===== src/rtl/parity_arbiter.sv =====
`default_nettype none
// ============================================================================
// Module   : parity_arbiter
// Brief    : Round-robin arbiter/sequencer sharing one parity engine among
//            NUM_REQ requesters. Define PARITY_ARB_TIMEOUT_EN for a watchdog.
// Revision : 1.0 - initial release
// ============================================================================
module parity_arbiter #(
  parameter int NUM_REQ = 4,
  parameter int TIMEOUT = 64
) (
  input  logic                 clk,
  input  logic                 rst,
  input  logic [NUM_REQ-1:0]   req,
  input  logic [8*NUM_REQ-1:0] req_data,
  output logic [NUM_REQ-1:0]   gnt,
  output logic [NUM_REQ-1:0]   done,
  output logic                 result_odd,
  output logic                 result_err,
  output logic                 eng_start,
  output logic [7:0]           eng_data,
  input  logic                 eng_busy,
  input  logic                 eng_even,
  input  logic                 eng_odd
);

  localparam int                 c_PTR_W    = $clog2(NUM_REQ);
  localparam logic [c_PTR_W-1:0] c_LAST_IDX = c_PTR_W'(NUM_REQ - 1);
  localparam logic [c_PTR_W-1:0] c_ONE      = c_PTR_W'(1);

  if (NUM_REQ < 2 || NUM_REQ > 8 || TIMEOUT < 1) begin : g_param_check
    $error("parity_arbiter: NUM_REQ must be 2..8 and TIMEOUT must be >= 1");
  end

  typedef enum logic [2:0] {
    S_IDLE      = 3'd0,
    S_START     = 3'd1,
    S_WAIT_BUSY = 3'd2,
    S_RUN       = 3'd3,
    S_DONE      = 3'd4
  } state_t;

  state_t               r_state;
  state_t               w_state_nxt;
  logic [NUM_REQ-1:0]   r_gnt;
  logic [c_PTR_W-1:0]   r_last;
  logic [7:0]           r_eng_data;
  logic                 r_result_odd;
  logic                 r_result_err;

  logic [c_PTR_W-1:0]   w_cand;
  logic [c_PTR_W-1:0]   w_win_idx;
  logic                 w_win_valid;
  logic [NUM_REQ-1:0]   w_win_onehot;
  logic                 w_grant;
  logic                 w_tmo;

  // Search starts one past the last winner so every requester gets its turn.
  always_comb begin
    w_win_valid = 1'b0;
    w_win_idx   = '0;
    w_cand      = (r_last == c_LAST_IDX) ? '0 : r_last + c_ONE;
    for (int k = 0; k < NUM_REQ; k++) begin
      if (!w_win_valid && req[w_cand]) begin
        w_win_valid = 1'b1;
        w_win_idx   = w_cand;
      end
      w_cand = (w_cand == c_LAST_IDX) ? '0 : w_cand + c_ONE;
    end
  end

  assign w_win_onehot = NUM_REQ'(1) << w_win_idx;
  // The engine has no reset; a job abandoned by our reset may still be running.
  assign w_grant      = (r_state == S_IDLE) && w_win_valid && !eng_busy;

  always_comb begin
    w_state_nxt = r_state;
    case (r_state)
      S_IDLE:      if (w_grant) w_state_nxt = S_START;
      S_START:     w_state_nxt = S_WAIT_BUSY;
      S_WAIT_BUSY: begin
        if (eng_busy)   w_state_nxt = S_RUN;
        else if (w_tmo) w_state_nxt = S_DONE;
      end
      S_RUN:       if (!eng_busy || w_tmo) w_state_nxt = S_DONE;
      S_DONE:      w_state_nxt = S_IDLE;
      default:     w_state_nxt = S_IDLE;
    endcase
  end

`ifdef PARITY_ARB_TIMEOUT_EN
  localparam int c_CNT_W = $clog2(TIMEOUT + 1);

  logic [c_CNT_W-1:0] r_tmo_cnt;

  // Restarts from zero on every state change, so each wait gets its own budget.
  always_ff @(posedge clk) begin
    if (rst || (w_state_nxt != r_state)) begin
      r_tmo_cnt <= '0;
    end else if ((r_state == S_WAIT_BUSY) || (r_state == S_RUN)) begin
      r_tmo_cnt <= r_tmo_cnt + c_CNT_W'(1);
    end
  end

  assign w_tmo = ((r_state == S_WAIT_BUSY) || (r_state == S_RUN)) &&
                 (r_tmo_cnt == c_CNT_W'(TIMEOUT - 1));
`else
  assign w_tmo = 1'b0;
`endif

  always_ff @(posedge clk) begin
    if (rst) begin
      r_state      <= S_IDLE;
      r_gnt        <= '0;
      r_last       <= c_LAST_IDX;
      r_eng_data   <= 8'h00;
      r_result_odd <= 1'b0;
      r_result_err <= 1'b0;
    end else begin
      r_state <= w_state_nxt;
      case (r_state)
        S_IDLE: begin
          if (w_grant) begin
            r_gnt      <= w_win_onehot;
            r_eng_data <= req_data[{w_win_idx, 3'b000} +: 8];
            r_last     <= w_win_idx;
          end
        end
        S_WAIT_BUSY: begin
          if (!eng_busy && w_tmo) begin
            r_result_odd <= 1'b0;
            r_result_err <= 1'b1;
          end
        end
        S_RUN: begin
          if (!eng_busy) begin
            r_result_odd <= eng_odd;
            r_result_err <= (eng_odd == eng_even);
          end else if (w_tmo) begin
            r_result_odd <= 1'b0;
            r_result_err <= 1'b1;
          end
        end
        S_DONE: begin
          r_gnt        <= '0;
          r_eng_data   <= 8'h00;
          r_result_odd <= 1'b0;
          r_result_err <= 1'b0;
        end
        default: begin
          r_gnt <= r_gnt;
        end
      endcase
    end
  end

  assign gnt        = r_gnt;
  assign done       = (r_state == S_DONE) ? r_gnt : '0;
  assign eng_start  = (r_state == S_START);
  assign eng_data   = r_eng_data;
  assign result_odd = r_result_odd;
  assign result_err = r_result_err;

endmodule
`default_nettype wire


===== config.mk =====
export PLATFORM = sky130hd
export DESIGN_NAME = parity_arbiter
export DESIGN_NICKNAME = d
export VERILOG_FILES = /design/src/rtl/parity_arbiter.sv
export SDC_FILE = /design/constraint.sdc
export NUM_CORES = 1
export LEC_CHECK = 0
export CAP_MARGIN = 20
export CORE_MARGIN = 2
export CORE_UTILIZATION = 25
export CTS_BUF_LIST = sky130_fd_sc_hd__clkbuf_8
export CTS_CLUSTER_SIZE = 14
export DETAILED_ROUTE_END_ITERATION = 10
export SYNTH_ARGS = -nofsm -noshare
export SYNTH_HDL_FRONTEND = slang
export SYNTH_SLANG_ARGS = --single-unit

===== constraint.sdc =====
create_clock -name clk -period 2.35 [get_ports clk]
set_clock_uncertainty 0.2 [all_clocks]
set_input_delay 0.3525 -clock clk [delete_from_list [all_inputs] [get_ports clk]]
set_output_delay 0.3525 -clock clk [all_outputs]
set_load 0.03 [all_outputs]

==> flow_summary.json <==
{
  "grt-ovfl-total": 0,
  "slowest_delay_ps": 660,
  "critPathBufInv": 1,
  "die-width_um": 70.9,
  "setup_viol": 0,
  "cts_tree": "built",
  "use_met1_pct": 17.2,
  "fmax_ghz": 0.454,
  "p_per_area_mw_per_mm2": 566,
  "worstPathMaxFanout": 5,
  "p_leak_nw": 0.848,
  "synth-seq-cells": 19,
  "rows": 24,
  "ctsLongestPathBuffers": 2,
  "dp.cells": 250,
  "hold_viol": 0,
  "synth.area.top_cells": "dfxtp_1 (34%), a21oi_1 (7.6%), mux2i_1 (7.2%)",
  "num_vias": 1338,
  "synthToLayoutAreaGrowth_pct": 76.8,
  "final_area_mm2": 0.00198,
  "avgSynthCellArea_um2": 8.61,
  "die_area_mm2": 0.00503,
  "drt_iter0_drc": 100,
  "outcome": "completed",
  "io_pins": 60,
  "rsz0062_at_grt": "no",
  "path_clk_slew_ps": 70,
  "crit_type": "reg -> out",
  "wl_um": 3730,
  "syn_area_mm2": 0.00112,
  "globalplace.congestion": 0.865,
  "seq_area_frac_synth_pct": 34.0,
  "critPathTopFamily": "buffers and inverters",
  "clock_latency_ps": 250,
  "peakVddDrop_uv": 237,
  "synth_flop_cell": "dfxtp_1",
  "cts_buffers": 3,
  "grt_pass1_vias": 1400,
  "drv_slew": 0,
  "final_common_cell": "clkdlybuf4s50_1",
  "dieHeight_um": 70.9,
  "slew_headroom_pct": 59.6,
  "post_cts_buffers": 0,
  "synth_enable_flop_cells": 0,
  "grt_pass1_wl_um": 6170,
  "finalCriticalPeriod_ps": 2200,
  "vias_per_cell": 5.25,
  "synth_top_area_share_pct": 34.0,
  "crit_path_end_kind": "primary output",
  "drt_pass1_iterations": 4,
  "hpwl_um": 2930,
  "power_mw": 1.12,
  "grtUsageTotal_pct": 15.0,
  "dp_slack_ps": -298,
  "antenna_found_initial": 0,
  "synth_cell_types": 33,
  "start_util_pct": 25.9,
  "cp_cell_sequence": "nor2_2, and3_1, clkdlybuf4s50_1",
  "stdcell_count": 255,
  "final_cell_mix": "clkdlybuf4s50_1 (51), dfxtp_1 (19), a21oi_1 (17), buf_4 (15)",
  "ctsRootBufferMaster": "clkbuf_8",
  "h-tree-depth": 1,
  "synth_cells": 130,
  "post-route-util_pct": 45.8,
  "route.detailed.drc": 0,
  "wl_per_cell_um": 14.6,
  "setup_ws_ps": 149,
  "worstPathRequired_ps": 1800,
  "drv_cap": 0,
  "n_antenna_cell": 0,
  "fin_crit_sh_pct": 93.7,
  "yosys.area.top_type": "dfxtp_1",
  "crit_path_start_kind": "flip-flop",
  "min_path_type": "reg -> reg",
  "worst_pin_slew_ps": 604,
  "cts.sinks": 19,
  "placed_area_mm2": 0.00187,
  "drtAntennaViolNets": 0,
  "ys_async_sr_fraction_pct": 0,
  "drive_above_1_share_pct": 14.3,
  "synth_nets": 172,
  "layout.nets": 246,
  "numPortBuffers": 59,
  "ys_warn_count": 0,
  "cp_slowest_cell": "clkdlybuf4s50_1",
  "core_region_area_mm2": 0.00432,
  "worstPathArrival_ps": 1650,
  "grt_max_degree": 17,
  "gr-usage-met2_pct": 26.6,
  "top_usage_layer": "met2",
  "grt_use_met3_pct": 2.99
}
timing repair:
action,in CTS,in global routing
resized for setup,1,10
endpoints found under the setup margin,8,13
pin swaps,0,2
cloned,0,1
hold buffers,0,0
hold endpoints to repair,0,0
flip-flops by register name, indices dropped and copies added (netlist names):
register	cells
eng_data	8
r_last	2
result_err	1
gnt	4
r_state	3
result_odd	1
area by class of cell:
class | count | area (um^2)
timing repair buffer | 77 | 773
clock buffer | 3 | 41.3
sequential | 19 | 380
fill | 449 | 2340
clock inverter | 1 | 3.75
multi-input combinational | 103 | 716
tap | 52 | 65.1
per-layer routing:
layer	vias to the layer above	routed length (um)	share of wire (%)
met3	9	225	6.0
met4	0	95	2.5
li1	655	-	-
met2	53	1880	50
met1	621	1530	41
met5	-	0	0
worst paths after layout:
check                  start         to  slack [ps]  cells after the start
setup / recovery  r_state[1]    done[3]         150                      3
hold / removal     r_last[1]  r_last[1]         280                      1
setup reg to reg   r_last[0]  r_last[0]         180                      7
hold reg to reg    r_last[1]  r_last[1]         280                      1
cells by family after synthesis:
logic type,Yosys count,synth area share [%]
xor gates and xnor gates,1,0.782
adders and majority gates,1,1.12
buffers and inverters,8,3.46
muxes,8,7.15
and+or+nand+nor,46,25.0
AOI/OAI and AO/OA,47,28.5
DFF,19,34.0
stage by stage:
stage | TNS [ps] | hold slack, ps
6_report | 0 | 283
5_1_grt | 0 | 316
4_1_cts | 0 | 286
3_5_place_dp | -2370 | 269
3_3_place_gp | -2120 | 261
2_1_floorplan | 0 | 240
power breakdown:
part | switching [mW] | internal, mW | total, mW
Clock | 0.103 | 0.116 | 0.219
Combinational | 0.255 | 0.251 | 0.506
Sequential | 0.0330 | 0.363 | 0.396
cell usage after synthesis, types with 2 or more instances:
cell type	number
nand3b_1	3
clkbuf_1	5
or3_1	3
a211o_1	3
nand3_1	7
and3_1	4
a31oi_1	8
mux2i_1	8
nand2b_1	2
nor3_2	2
nor2_1	9
dfxtp_1	19
a32oi_1	8
nand2_1	7
a22oi_1	8
a21oi_1	17
worst register-to-register path, stage by stage (launching register included):
cell	delay [ps]
dfxtp_1	320
ha_1	370
nand2b_1	170
a21oi_1	240
or3_1	240
buf_4	210
nor2_1	60
a211o_1	260
Power figures use the tool's default switching activity.
